## config.mk

```make
export PLATFORM = sky130hd
export DESIGN_NAME = ps2_scancode_filter
export DESIGN_NICKNAME = d
export VERILOG_FILES = /design/src/rtl/ps2_pkg.sv /design/src/rtl/sync_fifo_fwft.sv /design/src/rtl/ps2_scancode_filter.sv
export SDC_FILE = /design/constraint.sdc
export NUM_CORES = 1
export LEC_CHECK = 0
export BUFFER_PORTS_ARGS = -buffer_cell sky130_fd_sc_hd__buf_4
export CAP_MARGIN = 20
export CORE_ASPECT_RATIO = 1.75
export CORE_UTILIZATION = 50
export DETAILED_ROUTE_END_ITERATION = 12
export MAX_ROUTING_LAYER = met4
export PLACE_DENSITY = 0.74
export SLEW_MARGIN = 30
export SYNTH_ARGS = -nofsm -noshare
export SYNTH_HDL_FRONTEND = slang
export SYNTH_SLANG_ARGS = --single-unit
```

## constraint.sdc

```tcl
create_clock -name clk -period 3.5 [get_ports clk]
set_input_delay 0.175 -clock clk [delete_from_list [all_inputs] [get_ports clk]]
set_output_delay 0.175 -clock clk [all_outputs]
set_load 0.05 [all_outputs]
```

## src/rtl/ps2_pkg.sv

```systemverilog
// rtl/ps2_pkg.sv - PS/2 scan-code constants and filter state type
package ps2_pkg;

    localparam logic [7:0] PS2_BREAK  = 8'hF0;
    localparam logic [7:0] PS2_EXT    = 8'hE0;
    localparam logic [7:0] PS2_BAT_OK = 8'hAA;
    localparam logic [7:0] PS2_ACK    = 8'hFA;
    localparam logic [7:0] PS2_RESEND = 8'hFE;
    localparam logic [7:0] PS2_ERR0   = 8'h00;
    localparam logic [7:0] PS2_ERR1   = 8'hFF;

    typedef enum logic [1:0] {IDLE, EXT, BRK} ps2_filt_state_t;

endpackage

```

## src/rtl/sync_fifo_fwft.sv

```systemverilog
// rtl/sync_fifo_fwft.sv - first-word-fall-through FIFO with registered flags
module sync_fifo_fwft #(
    parameter int DEPTH = 8,
    parameter int W     = 8,
    localparam int CNT_W = $clog2(DEPTH + 1),
    localparam int PTR_W = $clog2(DEPTH)
) (
    input  logic             clk,
    input  logic             rst_n,
    input  logic             push,
    input  logic [W-1:0]     push_data,
    input  logic             pop,
    output logic [W-1:0]     pop_data,
    output logic             empty,
    output logic             full,
    output logic [CNT_W-1:0] count
);

    localparam logic [CNT_W-1:0] DEPTH_C = CNT_W'(DEPTH);

    logic [W-1:0]     mem [DEPTH];
    logic [PTR_W-1:0] wr_ptr;
    logic [PTR_W-1:0] rd_ptr;
    logic             pop_ok;
    logic             push_ok;
    logic [CNT_W-1:0] count_nxt;

    // A pop on a full FIFO frees the slot the same-cycle push lands in;
    // a pop on an empty FIFO is ignored even if a push arrives with it.
    always_comb begin
        pop_ok    = pop && !empty;
        push_ok   = push && (!full || pop_ok);
        count_nxt = count;
        if (push_ok && !pop_ok) begin
            count_nxt = count + 1'b1;
        end else if (pop_ok && !push_ok) begin
            count_nxt = count - 1'b1;
        end
    end

    // Pointer, occupancy and flag registers; flags come from the next count.
    always_ff @(posedge clk or negedge rst_n) begin
        if (!rst_n) begin
            wr_ptr <= '0;
            rd_ptr <= '0;
            count  <= '0;
            empty  <= 1'b1;
            full   <= 1'b0;
        end else begin
            if (push_ok) begin
                wr_ptr <= wr_ptr + 1'b1;
            end
            if (pop_ok) begin
                rd_ptr <= rd_ptr + 1'b1;
            end
            count <= count_nxt;
            empty <= (count_nxt == '0);
            full  <= (count_nxt == DEPTH_C);
        end
    end

    // Storage array; contents need no reset since empty masks the head.
    always_ff @(posedge clk) begin
        if (push_ok) begin
            mem[wr_ptr] <= push_data;
        end
    end

    assign pop_data = empty ? '0 : mem[rd_ptr];

endmodule

```

## src/rtl/ps2_scancode_filter.sv

```systemverilog
// rtl/ps2_scancode_filter.sv - strips break/extended/status bytes, queues make codes (option: PS2_FILTER_TYPEMATIC_EN)
module ps2_scancode_filter
    import ps2_pkg::*;
#(
    parameter int DEPTH  = 8,
    parameter int CODE_W = 8
) (
    input  logic              clk,
    input  logic              rst_n,
    input  logic              rx_valid,
    input  logic [CODE_W-1:0] rx_data,
    input  logic              rd_en,
    output logic [CODE_W-1:0] code,
    output logic              empty,
    output logic              full,
    output logic              overflow
);

    localparam int CNT_W = $clog2(DEPTH + 1);
    localparam logic [CNT_W-1:0]  DEPTH_C = CNT_W'(DEPTH);
    localparam logic [CODE_W-1:0] C_BREAK = CODE_W'(PS2_BREAK);
    localparam logic [CODE_W-1:0] C_EXT   = CODE_W'(PS2_EXT);

    ps2_filt_state_t  state;
    ps2_filt_state_t  state_nxt;
    logic             make;
    logic             push_req;
    logic             status_byte;
    logic [CNT_W-1:0] fifo_count;

    // Keyboard status/error bytes that never represent a key press.
    always_comb begin
        status_byte = (rx_data == CODE_W'(PS2_BAT_OK)) || (rx_data == CODE_W'(PS2_ACK))  ||
                      (rx_data == CODE_W'(PS2_RESEND)) || (rx_data == CODE_W'(PS2_ERR0)) ||
                      (rx_data == CODE_W'(PS2_ERR1));
    end

    // Prefix tracking: decide next state and whether this byte is a make code.
    always_comb begin
        state_nxt = state;
        make      = 1'b0;
        if (rx_valid) begin
            case (state)
                IDLE: begin
                    if (rx_data == C_EXT) begin
                        state_nxt = EXT;
                    end else if (rx_data == C_BREAK) begin
                        state_nxt = BRK;
                    end else if (!status_byte) begin
                        make = 1'b1;
                    end
                end
                EXT: begin
                    if (rx_data == C_BREAK) begin
                        state_nxt = BRK;
                    end else if (rx_data != C_EXT) begin
                        make      = 1'b1;
                        state_nxt = IDLE;
                    end
                end
                BRK: begin
                    state_nxt = IDLE;
                end
                default: begin
                    state_nxt = IDLE;
                end
            endcase
        end
    end

    // Prefix state register; reset drops any partially received sequence.
    always_ff @(posedge clk or negedge rst_n) begin
        if (!rst_n) begin
            state <= IDLE;
        end else begin
            state <= state_nxt;
        end
    end

`ifdef PS2_FILTER_TYPEMATIC_EN
    logic [CODE_W-1:0] held_code;
    logic              held_valid;

    // A held key auto-repeats its make code; only the first one is queued.
    always_comb begin
        push_req = make && !(held_valid && (rx_data == held_code));
    end

    // Remember the key currently held down until its break code is seen.
    always_ff @(posedge clk or negedge rst_n) begin
        if (!rst_n) begin
            held_code  <= '0;
            held_valid <= 1'b0;
        end else if (make) begin
            held_code  <= rx_data;
            held_valid <= 1'b1;
        end else if (rx_valid && (state == BRK) && (rx_data == held_code)) begin
            held_valid <= 1'b0;
        end
    end
`else
    // Every make code is queued, repeats included.
    always_comb begin
        push_req = make;
    end
`endif

    // Sticky flag: a make code was lost because no slot was free.
    always_ff @(posedge clk or negedge rst_n) begin
        if (!rst_n) begin
            overflow <= 1'b0;
        end else if (push_req && (fifo_count == DEPTH_C) && !rd_en) begin
            overflow <= 1'b1;
        end
    end

    sync_fifo_fwft #(
        .DEPTH (DEPTH),
        .W     (CODE_W)
    ) u_fifo (
        .clk       (clk),
        .rst_n     (rst_n),
        .push      (push_req),
        .push_data (rx_data),
        .pop       (rd_en),
        .pop_data  (code),
        .empty     (empty),
        .full      (full),
        .count     (fifo_count)
    );

endmodule

```

Word-level counts from Yosys, hierarchy flattened
Memory sizes are Yosys's and may differ from the RTL's.
Cells that the tools add are included.
{"block": "classes", "n_eq_ne": 12, "reduce_logical": 20, "add_sub_neg": 4, "mux": 17}
{"op": "$eq A8 B8 Y1 const B", "n": 6}
{"op": "$eq A4 B4 Y1 const B", "n": 2}
{"op": "$logic_not A8 Y1", "n": 1}
{"op": "$mux W1", "n": 8}
{"op": "$mux W2", "n": 4}
{"op": "$mux W4", "n": 2}
{"op": "$mux W8", "n": 1}
{"op": "$ne A8 B8 Y1 const B", "n": 1}
{"op": "$add A3 B1 Y3 const B", "n": 2}
{"op": "$logic_and A1 B1 Y1", "n": 6}
{"op": "$ne A3 B3 Y1 const B", "n": 2}
{"op": "$logic_not A1 Y1", "n": 5}
{"op": "$logic_or A1 B1 Y1", "n": 5}
{"op": "$add A4 B1 Y4 const B", "n": 1}
{"op": "$logic_not A4 Y1", "n": 1}
{"op": "$pmux W2 S2", "n": 1}
{"op": "$sub A4 B1 Y4 const B", "n": 1}
{"op": "$reduce_and A3 Y1", "n": 1}
{"op": "$eq A2 B1 Y1 const B", "n": 1}
{"op": "$logic_not A2 Y1", "n": 1}
{"op": "$pmux W1 S2", "n": 1}
{"block": "word_totals", "n_memories": 1, "regBits": 15, "ramBits": 64, "output_inout_bits": 11, "wordCells": 61, "input_bits": 12}
{"memory": "u_fifo.mem", "words": 8, "word_bits": 8, "rd": 1, "rd_clocked_by_memory_dff": 0, "write_ports": 1, "line": "sync_fifo_fwft.sv:21", "text": "logic [W-1:0] mem [DEPTH];"}

Depth between registers and ports, before layout
Gate-level depths: netlist (run 1).
{"block": "logic_depth", "depth_word": 16, "depth_mapped": 8, "depth_no_buf": 7}

By module
Synthesis (run 1) repeated with hierarchy kept, for this count alone.
{"block": "hier_totals", "hier_cells": 187, "hier_area_um2": 3316.9}
{"module": "sync_fifo_fwft", "seq_area_each_um2": 2223.4, "area_each_um2": 3095.5, "cells_each": 164, "n_inst": 1}
{"module": "ps2_scancode_filter", "seq_area_each_um2": 75.1, "area_each_um2": 221.5, "cells_each": 23, "n_inst": 1}

Worst setup path before layout (run 1)
Ideal clock, no wire load.
{"block": "synth_path", "path_kind": "input to register", "startpoint": "input rx_data[2]", "endpoint": "memory u_fifo.mem[2][0], enable pin", "n_path_buf": 0, "path_stages": 6, "setup_ps": 398, "required_time_ps": 3102, "slack_ps": 956, "arrival_time_ps": 2146, "path_cell_list": "nand2b_1 -> a31o_1 -> a21o_2 -> nor2_1 -> nand2_1 -> nor4b_1"}
{"block": "synth_via", "elab_chain_cells": 13, "elab_cells_between_ends": 22, "classes_between": "eq/ne (7); mux (9); reduce/logical (6)"}
{"item": "start: declaration", "line": "ps2_scancode_filter.sv:11", "text": "input logic [CODE_W-1:0] rx_data,"}
{"item": "$eq A8 B8 Y1", "line": "ps2_scancode_filter.sv:33", "text": "status_byte = (rx_data == CODE_W'(PS2_BAT_OK)) || (rx_data == CODE_W'(PS2_ACK)) ||"}
{"item": "$logic_or A1 B1 Y1 (2 in series)", "line": "ps2_scancode_filter.sv:33"}
{"item": "$logic_or A1 B1 Y1 (2 in series)", "line": "ps2_scancode_filter.sv:34", "text": "(rx_data == CODE_W'(PS2_RESEND)) || (rx_data == CODE_W'(PS2_ERR0)) ||"}
{"item": "$mux W1", "line": "ps2_scancode_filter.sv:49", "text": "end else if (!status_byte) begin"}
{"item": "$mux W1", "line": "ps2_scancode_filter.sv:47", "text": "end else if (rx_data == C_BREAK) begin"}
{"item": "$mux W1", "line": "ps2_scancode_filter.sv:45", "text": "if (rx_data == C_EXT) begin"}
{"item": "$pmux W1 S2 *", "line": "ps2_scancode_filter.sv:43", "text": "case (state)"}
{"item": "$mux W1 *", "line": "ps2_scancode_filter.sv:42", "text": "if (rx_valid) begin"}
{"item": "$logic_and A1 B1 Y1 *", "line": "sync_fifo_fwft.sv:32", "text": "push_ok = push && (!full || pop_ok);"}
{"item": "$mux W1 *", "line": "sync_fifo_fwft.sv:64", "text": "if (push_ok) begin"}
{"item": "$mux W1 (not written as such) *", "line": "sync_fifo_fwft.sv:65", "text": "mem[wr_ptr] <= push_data;"}
{"item": "end: declaration", "line": "sync_fifo_fwft.sv:21"}
Mark *: on every way between the ends. The rest lies on a longest branch, timed or not.

Final worst setup path (run 1)
{"block": "layout_path", "startpoint": "register u_fifo.rd_ptr[0]", "endpoint": "output code[4]"}
{"block": "layout_via", "elab_chain_cells": 2}
{"item": "start: declaration", "line": "sync_fifo_fwft.sv:23", "text": "logic [PTR_W-1:0] rd_ptr;"}
{"item": "start signal: assignment", "line": "sync_fifo_fwft.sv:54", "text": "rd_ptr <= rd_ptr + 1'b1;"}
{"item": "$mem_v2 Z8 W8"}
{"item": "$mux W8", "line": "sync_fifo_fwft.sv:69", "text": "assign pop_data = empty ? '0 : mem[rd_ptr];"}
{"item": "end: declaration", "line": "ps2_scancode_filter.sv:13", "text": "output logic [CODE_W-1:0] code,"}
Every way passes these cells.

==> run metrics, run 1 <==
Yosys cell types=47; Setup crit end kind=output port; Startpoint Class=flip-flop; min cycle time layout=2.515 ns; CTS H-tree lvls=3; post-cts sizing count=0; Seq/Total Area, Yosys=67.49%; CTS clk-pin slew, worst paths=0.05 ns; vias post-DR=1936; clk_skew=between 0.003 and 0.004 ns; Placed Area=3711 um2; share of the synthesized area in the top cell type=a little under three fifths; vias in the first global route=1972; DP HPWL=4517 um; TritonCTS Buffers=9; Post-Syn Nets=221; mean post-synth cell area=16.69 um2; Post-synth ARST share=between 10% and 20%; Overall Global Routing Usage=22.15%; Final Wtd Congestion=roughly 0.84; hold-fix buffer count after cts=1; Hold Path Class=input port to flip-flop; Ports=23; VDD IR-drop max=551.6 uV; Final Cycle Share=71.84%; Crit path arrival time=2.34 ns; layout overhead on the synthesized area=18.48%; unrepaired setup endpoints after global routing=no; first-pass GRT wire length=approximately 11000 um; Core Region=6539 um2; wirelength, routed=6582 um; hold path endpoint=state[1]; Initial DRC Count=81; Worst Hold Slack=0.06612 ns; slowest stage cell, crit path=dfrtp_1; starting density of the core=52.09%; R2R cell count=6; Clock Latency Late Sink=0.33 ns; Detail Route Antenna Nets=0; worst reg2reg startpoint=u_fifo.empty; port buffer count=22; max-cap violation count=0; remaining global-route overflow=0; fin. max-slew vios=0; hold path cells=2; num rows=39; # nets final=255; register area=2298 um2; FILL cells=512; Synth Register Bits=79; DRC violations left=0; Cells after Synth=204; synthesized area=between 3000 and 4000 um2; Die W=64.39 um; DIE HEIGHT=111.2 um; data required time of the worst path=3.32 ns; TritonRoute pass-1 iters=4; Multi-input gate area=1070 um2; share of layout cells above drive strength 1=30.86%; die area=7159 um2; cell area after layout=4035 um2; largest net degree at the start of global routing=19; initial antenna violation count=0; EDFF count, synth=64; total power=3.749 mW; CTS tree=done; Clock Tree Buf Depth=2; # clock sinks=79; worst-path fanout max=11; LEAKAGE=1.460 nW; largest area contributor in the netlist=edfxtp_1; status=finished, final reports clean; FF-to-FF setup slack=1.27 ns; Crit path max-delay family=multiplexers; Bufs and invs on worst path=2; max incr delay on CP=0.64 ns; post-DR wirelength/cell=20.25 um; Most used DFF post-synth=edfxtp_1; worst slew pin tran=0.7861 ns; Clock Root Buffer=clkbuf_16; top cells by area, synth=edfxtp_1 56%, mux4_2 11%, dfrtp_1 10%; Finish-stage setup viols=0; Critical R2R Capture=u_fifo.full; crit-path cells=buf_4 > mux4_2 > mux2i_1 > nor2_1 > buf_4; power density over the cells=929.2 nW/um2; setup_tns=0 ns; number of vias per cell=5.957; antenna cells=0; slew margin rel.=a little under half; hold_sp=rx_valid; Setup Fix Bufs, Post-CTS=0; crit-path most repeated cell=buf_4; Crit Path Class=flip-flop to output port; Final Hold Fails=0; fmax=0.3977 GHz; Yosys warnings=0
==> through the flow <==
step	setup WS, ns	instances	util, %
after floorplan	0.9560	204	-
after global placement	1.204	308	56.75
after detailed placement	1.182	308	56.75
after CTS	0.8990	325	61.71
after global routing	0.8072	325	61.71
final	0.9855	325	61.71
==> power by group <==
part           switching [mW]  total (mW)  internal (mW)
clock                   0.346       0.967          0.621
combinational           0.796        1.36          0.563
sequential              0.215        1.42           1.21
==> cells in the final DEF (no fill, tap or decap), types with 3 or more instances in the layout <==
cell        n
mux4_2     16
clkbuf_16   9
nor4_1      3
inv_1       4
nor2_1     15
a31oi_1     3
nor3b_1     3
dfrtp_1    14
ha_1        5
nand2b_1    3
mux2i_1     8
nor3_1      3
buf_4      30
nand3_1     4
nand2_1     9
xnor2_1     4
edfxtp_1   64
==> layer usage <==
layer | wire (um) | share of wire, % | up-vias | track usage, %
met1 | 2477 | 38 | 965 | 25.16
met5 | 0 | 0 | - | -
met4 | 278 | 4.2 | 0 | 12.89
met3 | 281 | 4.3 | 18 | 5.144
met2 | 3543 | 54 | 64 | 35.23
li1 | - | - | 889 | -
==> flip-flops by register name (all words and copies together) (netlist names) <==
signal	count
u_fifo.count	4
u_fifo.rd_ptr	3
u_fifo.empty	1
state	2
u_fifo.full	1
u_fifo.wr_ptr	3
overflow	1
u_fifo.mem	64
==> cells by family after synthesis <==
logic type | synth area share [%]
AND/OR/NAND/NOR | 9.074
AO/OA/AOI/OAI | 5.327
flip-flops | 67.49
multiplexers | 13.59
adder cells (fa/ha/maj) | 1.837
XOR/XNOR | 1.029
buffers and inverters | 1.653
==> cell usage after synthesis (all sizes together) (2+ instances only) <==
cell,n
edfxtp,64
mux4,16
nor2,15
dfrtp,14
nand2,10
mux2i,8
buf,5
ha,5
inv,4
nand3,4
nor4,4
xnor2,4
a21oi,3
a31oi,3
and3,3
clkbuf,3
nand2b,3
nor3,3
nor3b,3
o21ai,3
a221oi,2
and4,2
mux2,2
nor4b,2
o211ai,2
o22ai,2
or4,2
==> worst max path at each step <==
stage | depth (start not counted) | slack, ns | from | to
floorplan | 6 | 0.96 | rx_data[2] | u_fifo.mem[2][0]
global placement | 7 | 1.20 | rx_data[2] | u_fifo.mem[7][4]
detailed placement | 8 | 1.18 | rx_data[2] | u_fifo.mem[2][2]
CTS | 5 | 0.90 | u_fifo.rd_ptr[0] | code[4]
global route | 5 | 0.81 | u_fifo.rd_ptr[0] | code[4]
finish | 5 | 0.99 | u_fifo.rd_ptr[0] | code[4]
==> area by class of cell <==
| type | count | area share [%] |
|---|---|---|
| flip-flops and latches | 79 | 56.96 |
| multi-input cells | 113 | 26.51 |
| well taps | 82 | 2.543 |
| clock inverters | 6 | 2.109 |
| clock buffers | 10 | 5.674 |
| inverters | 4 | 0.3721 |
| repair buffers | 31 | 5.829 |
No activity file was read; power rests on OpenSTA's default activity.
==> run 2, diff against run 1 <==
--- a/config.mk
+++ b/config.mk
@@ -11,7 +11,7 @@
 export CORE_UTILIZATION = 50
 export DETAILED_ROUTE_END_ITERATION = 12
 export MAX_ROUTING_LAYER = met4
-export PLACE_DENSITY = 0.74
+export PLACE_DENSITY = 0.77
 export SLEW_MARGIN = 30
 export SYNTH_ARGS = -nofsm -noshare
 export SYNTH_HDL_FRONTEND = slang
==> constraint.sdc (replaced) <==
create_clock -name clk -period 2.2 [get_ports clk]
set_input_delay 0.11 -clock clk [delete_from_list [all_inputs] [get_ports clk]]
set_output_delay 0.11 -clock clk [all_outputs]
set_load 0.05 [all_outputs]
==> run metrics, run 2 (synthesis results as in run 1) <==
Final Cycle Share=92.39%; biggest regs=u_fifo.mem (64), u_fifo.count (4); clk_skew=0.004423 ns; post-cts sizing count=0; # clock sinks=between 70 and 80; dpl ws=~0.073 ns; DIE HEIGHT=111.2 um; vias in the first global route=slightly above 2000; starting density of the core=a little over half; Clock Latency Late Sink=0.33 ns; Crit Path Class=flip-flop to flip-flop; hold-fix buffer count after cts=2; CTS clk-pin slew, worst paths=0.06 ns; vias post-DR=1974; first-pass GRT wire length=10570 um; Worst Hold Slack=roughly 0.038 ns; min cycle time layout=2.033 ns; top sig layer=met4; power density over the cells=~1500 nW/um2; total power=6.034 mW; Setup WS post-layout=around 0.17 ns; DRC violations left=0; Clock Tree Buf Depth=2; Crit path arrival time=~2.1 ns; Hold Path Class=input port to flip-flop; Initial DRC Count=69; num rows=39; post-DR wirelength/cell=20.65 um; placed cells=315; metal2 WL=4037 um; Core Region=about 6500 um2; cell area after layout=4110 um2; TritonRoute pass-1 iters=4; Final Hold Fails=0; wirelength, routed=6875 um; Startpoint Class=flip-flop; LEAKAGE=roughly 1.5 nW; number of vias per cell=around 5.9; layout overhead on the synthesized area=20.68%; Top reg by flops=u_fifo.mem; worst slew pin tran=0.5315 ns; die area=7159 um2; remaining global-route overflow=0; antenna cells=0; largest net degree at the start of global routing=19; hold path cells=1; status=finished, final reports clean; Placed Area=3776 um2; fin. max-slew vios=0; Largest register FFs=between 60 and 70; # nets final=263; Final Util=62.86%; Setup Fix Bufs, Post-CTS=0; fmax=0.4920 GHz; worst-path fanout max=8; VDD IR-drop max=793.4 uV; data required time of the worst path=2.23 ns; FF-to-FF setup slack=0.17 ns; Die W=64.39 um; share of layout cells above drive strength 1=32.67%; met3 wire len=209 um; Finished Layout Cells=333; most common cell after layout, fill and taps aside=edfxtp_1; max-cap violation count=0; FILL cells=just under 500; CTS H-tree lvls=3; Detail Route Antenna Nets=0; Finish-stage setup viols=0; most frequent cells in the layout=64 x edfxtp_1, 36 x buf_4, 16 x mux4_2; Final Wtd Congestion=0.9362; initial antenna violation count=0; Clock Root Buffer=clkbuf_16; slew margin rel.=64.57%; setup_tns=0 ns; Ports=23; Overall Global Routing Usage=21.67%; CTS tree=done; port buffer count=22; TritonCTS Buffers=9; R2R cell count=6; unrepaired setup endpoints after global routing=no; DP HPWL=4746 um; Met1 Wirelength=2494 um; Setup crit end kind=flip-flop
## run 2: area by class of cell
| class | count | area, um2 | area share, % |
|---|---|---|---|
| Tap cell | 82 | 102.6 | 2.496 |
| Clock buffer | 10 | 229.0 | 5.571 |
| Sequential cell | 79 | 2298 | 55.92 |
| Inverter | 4 | 15.01 | 0.3653 |
| Multi-Input combinational cell | 113 | 1070 | 26.03 |
| Clock inverter | 6 | 85.08 | 2.070 |
| Timing Repair Buffer | 39 | 310.3 | 7.549 |
## run 2: path summary, 6_finish.rpt
path | start | end
max | state[1] | u_fifo.mem[2][4]
min reg2reg | overflow | overflow
max reg2reg | state[1] | u_fifo.mem[2][4]
min | rx_data[2] | u_fifo.mem[2][2]
min in group asynchronous | rst_n | state[0]
max in group asynchronous | rst_n | u_fifo.empty
## run 2: report_power, final
| group | total (mW) | switching, mW | internal (mW) |
|---|---|---|---|
| clock | 1.53 | 0.544 | 0.988 |
| sequential | 2.16 | 0.237 | 1.92 |
| combinational | 2.34 | 1.38 | 0.957 |
## run 2: per-layer routing
metal,vias up,track usage [%]
li1,904,-
met1,1005,20.87
met2,55,39.51
met3,10,4.733
met4,0,10.07
met5,-,-
## run 2: worst max-delay path, stage by stage (launching register included)
cell	delay (ns)
dfrtp_1	0.37
nand2b_1	0.20
a21o_2	0.25
nor2_1	0.21
nand2_1	0.20
nor4b_2	0.29
buf_4	0.22
==> run 3, diff against run 2 <==
--- a/config.mk
+++ b/config.mk
@@ -5,6 +5,7 @@
 export SDC_FILE = /design/constraint.sdc
 export NUM_CORES = 1
 export LEC_CHECK = 0
+export ABC_AREA = 0
 export BUFFER_PORTS_ARGS = -buffer_cell sky130_fd_sc_hd__buf_4
 export CAP_MARGIN = 20
 export CORE_ASPECT_RATIO = 1.75
@@ -15,4 +16,5 @@
 export SLEW_MARGIN = 30
 export SYNTH_ARGS = -nofsm -noshare
 export SYNTH_HDL_FRONTEND = slang
+export SYNTH_HIERARCHICAL = 1
 export SYNTH_SLANG_ARGS = --single-unit
==> run metrics, run 3 <==
status=finished, final reports clean; # clock sinks=79; VDD IR-drop max=870.8 uV; fmax=around 0.48 GHz; min cycle time layout=2.089 ns; Crit path arrival time=2.29 ns; number of vias per cell=5.512; setup_tns=0 ns; Int Pwr=3.719 mW; Post-synth top cells=64 x edfxtp_1, 16 x mux4_2, 16 x nor2_1; Core Region=6324 um2; Hold Path Class=input port to flip-flop; remaining global-route overflow=0; top sig layer=met4; share of layout cells above drive strength 1=between 30 and 40%; Multi-input gate area=1062 um2; Worst Setup SP=state[0]; Clock Root Buffer=clkbuf_8; Yosys warnings=6; top cells by area, synth=edfxtp_1 58%, mux4_2 11%, dfrtp_1 11%; Top reg by flops=u_fifo/mem; data required time of the worst path=between 2 and 2.5 ns; DP HPWL=4491 um; worst slew pin tran=approximately 0.68 ns; Met1 Wirelength=2222 um; largest area contributor in the netlist=edfxtp_1; CTS clk-pin slew, worst paths=0.08 ns; LEAKAGE=around 1.5 nW; post-DR wirelength/cell=around 19 um; num rows=38; power density over the cells=1473 nW/um2; adder-cell share of the synthesized area=between 1.5 and 2%; most numerous cell in the Yosys netlist=edfxtp_1; main combinational cell family by area after synthesis=multiplexers; DIE HEIGHT=109.7 um; worst-path fanout max=6; Gate power share=between 40% and 50%; # nets final=257; Setup crit end kind=flip-flop; Ports=23; vias in the first global route=1809; Most used DFF post-synth=edfxtp_1; worst reg2reg startpoint=state[0]; Final Wtd Congestion=0.7875; fin. max-slew vios=0; max incr delay on CP=0.56 ns; placed cells=roughly 300; Reg power frac=37.7%; Largest register FFs=64; Yosys cell types=40; FILL cells=472; Bufs and invs on worst path=0; starting density of the core=52.45%; TritonCTS Buffers=9; wirelength, routed=6288 um; post-synthesis mux area share=14.56%; port buffer count=22; max-cap violation count=0; largest net degree at the start of global routing=17; register area=2298 um2; slowest stage cell, crit path=o21ai_0; sw power=2.286 mW; vias post-DR=1797; met3 wire len=235 um; Final Hold Fails=0; synthesized area=between 3000 and 4000 um2; unrepaired setup endpoints after global routing=yes; R2R cell count=7; Synth Area in Compound Gates=2.414%; Seq/Total Area, Yosys=between 60% and 70%; antenna cells=0; layout overhead on the synthesized area=22.90%; die area=6976 um2; Clock Tree Buf Depth=2; Crit path max-delay family=compound AO/OA/AOI/OAI gates; Final Cycle Share=between 90% and 100%; capture point of the critical path=u_fifo/full; Clk pwr share=18.5%; metal2 WL=3674 um; Simple-Gate Fraction of Synth Area=~8.6%; CTS tree=done; mean post-synth cell area=roughly 18 um2; clk_skew=around 0.0077 ns; Post-synth ARST share=18.99%; first-pass GRT wire length=9618 um; biggest regs=u_fifo/mem (64), u_fifo/count (4); most frequent cells in the layout=64 x edfxtp_1, 43 x buf_4, 16 x nor2_1, 16 x mux4_2, 14 x dfrtp_1; Die W=between 60 and 70 um; Finish-stage setup viols=0; Critical R2R Capture=u_fifo/full; crit-path cells=or4_4 > o211ai_4 > a2bb2oi_4 > nand2b_4 > mux2i_1 > o21ai_0 > nor4b_4; Overall Global Routing Usage=20.77%; FF-to-FF setup slack=0.11 ns; slew margin rel.=a little over half; Initial DRC Count=63; Post-Syn Nets=a little over 200; Synth Area in XOR/XNOR=2.075%; EDFF count, synth=64; Crit Path Class=flip-flop to flip-flop; initial antenna violation count=0; Startpoint Class=flip-flop; Detail Route Antenna Nets=0; DRC violations left=0; share of the synthesized area in the top cell type=between 50% and 60%; Sw Share=a little under two fifths; Finished Layout Cells=326; most common cell after layout, fill and taps aside=edfxtp_1; TritonRoute pass-1 iters=4; Cells after Synth=187; Clock Latency Late Sink=0.34 ns; CTS H-tree lvls=3; WP depth=7; Synth Register Bits=79
## run 3: cell types whose count changed in the layout (fill, tap and decap cells not counted), moves of 3 or more
| cell | before | now |
|---|---|---|
| clkbuf_8 | 0 | 9 |
| clkbuf_16 | 9 | 0 |
| buf_4 | 36 | 43 |
| a31oi_1 | 3 | 0 |
## run 3: cell families after synthesis
kind of cell / Yosys count
simple gates: 51
flops: 79
mux: 28
buf+inv: 9
xor+xnor: 7
compound gates: 9
fa+ha+maj: 4
## run 3: final cells by class
type                    instances  area share (%)
repair buffers                 49           9.669
well taps                      80           2.455
multi-input cells              99           26.06
clock inverters                 7           2.118
flip-flops and latches         79           56.38
clock buffers                   9           3.039
inverters                       3          0.2762
## run 3: worst min path at each step
stage	start	end	slack, ns	cells past startpoint
CTS	rx_data[3]	u_fifo/mem[7][3]	0.007	1
global placement	rst_n	u_fifo/count[1]	-0.03	1
floorplan	rst_n	overflow	-0.19	0
finish	rx_data[3]	u_fifo/mem[7][3]	0.03	1
detailed placement	rst_n	u_fifo/rd_ptr[2]	-0.03	1
global route	rx_data[3]	u_fifo/mem[7][3]	0.01	1
## run 3: power groups by stage
stage / combinational, mW / sequential, mW / clock [mW]
3_5_place_dp: 2.51 / 2.28 / 0
5_1_grt: 2.79 / 2.30 / 1.20
2_1_floorplan: 1.79 / 2.25 / 0
3_3_place_gp: 2.47 / 2.26 / 0
6_report: 2.63 / 2.27 / 1.11
4_1_cts: 2.54 / 2.25 / 1.14
## run 3: through the flow
step	setup WS [ns]	hold WS [ns]	area, um2	util, %	power, mW
6_report	0.1112	0.02899	4076	64.46	6.006
5_1_grt	-0.005061	0.01256	4076	64.46	6.298
4_1_cts	0.01422	0.007054	3959	62.60	5.934
3_5_place_dp	-0.01449	-0.02753	3701	58.53	4.795
3_3_place_gp	0.05636	-0.02888	3701	58.53	4.734
2_1_floorplan	0.06203	-0.1856	3327	-	4.038
## run 3: layer usage
metal,global-route usage (%),vias to the layer above
li1,-,835
met1,21.04,905
met2,37.54,46
met3,3.423,11
met4,11.53,0
met5,-,-
## run 3: timing repair
item                       in CTS  in global routing
pin swaps                       0                  3
hold buffers                    4                  0
resized for setup               1                 12
setup buffers                   0                  5
setup endpoints to repair      25                 66
hold endpoints to repair       19                  0
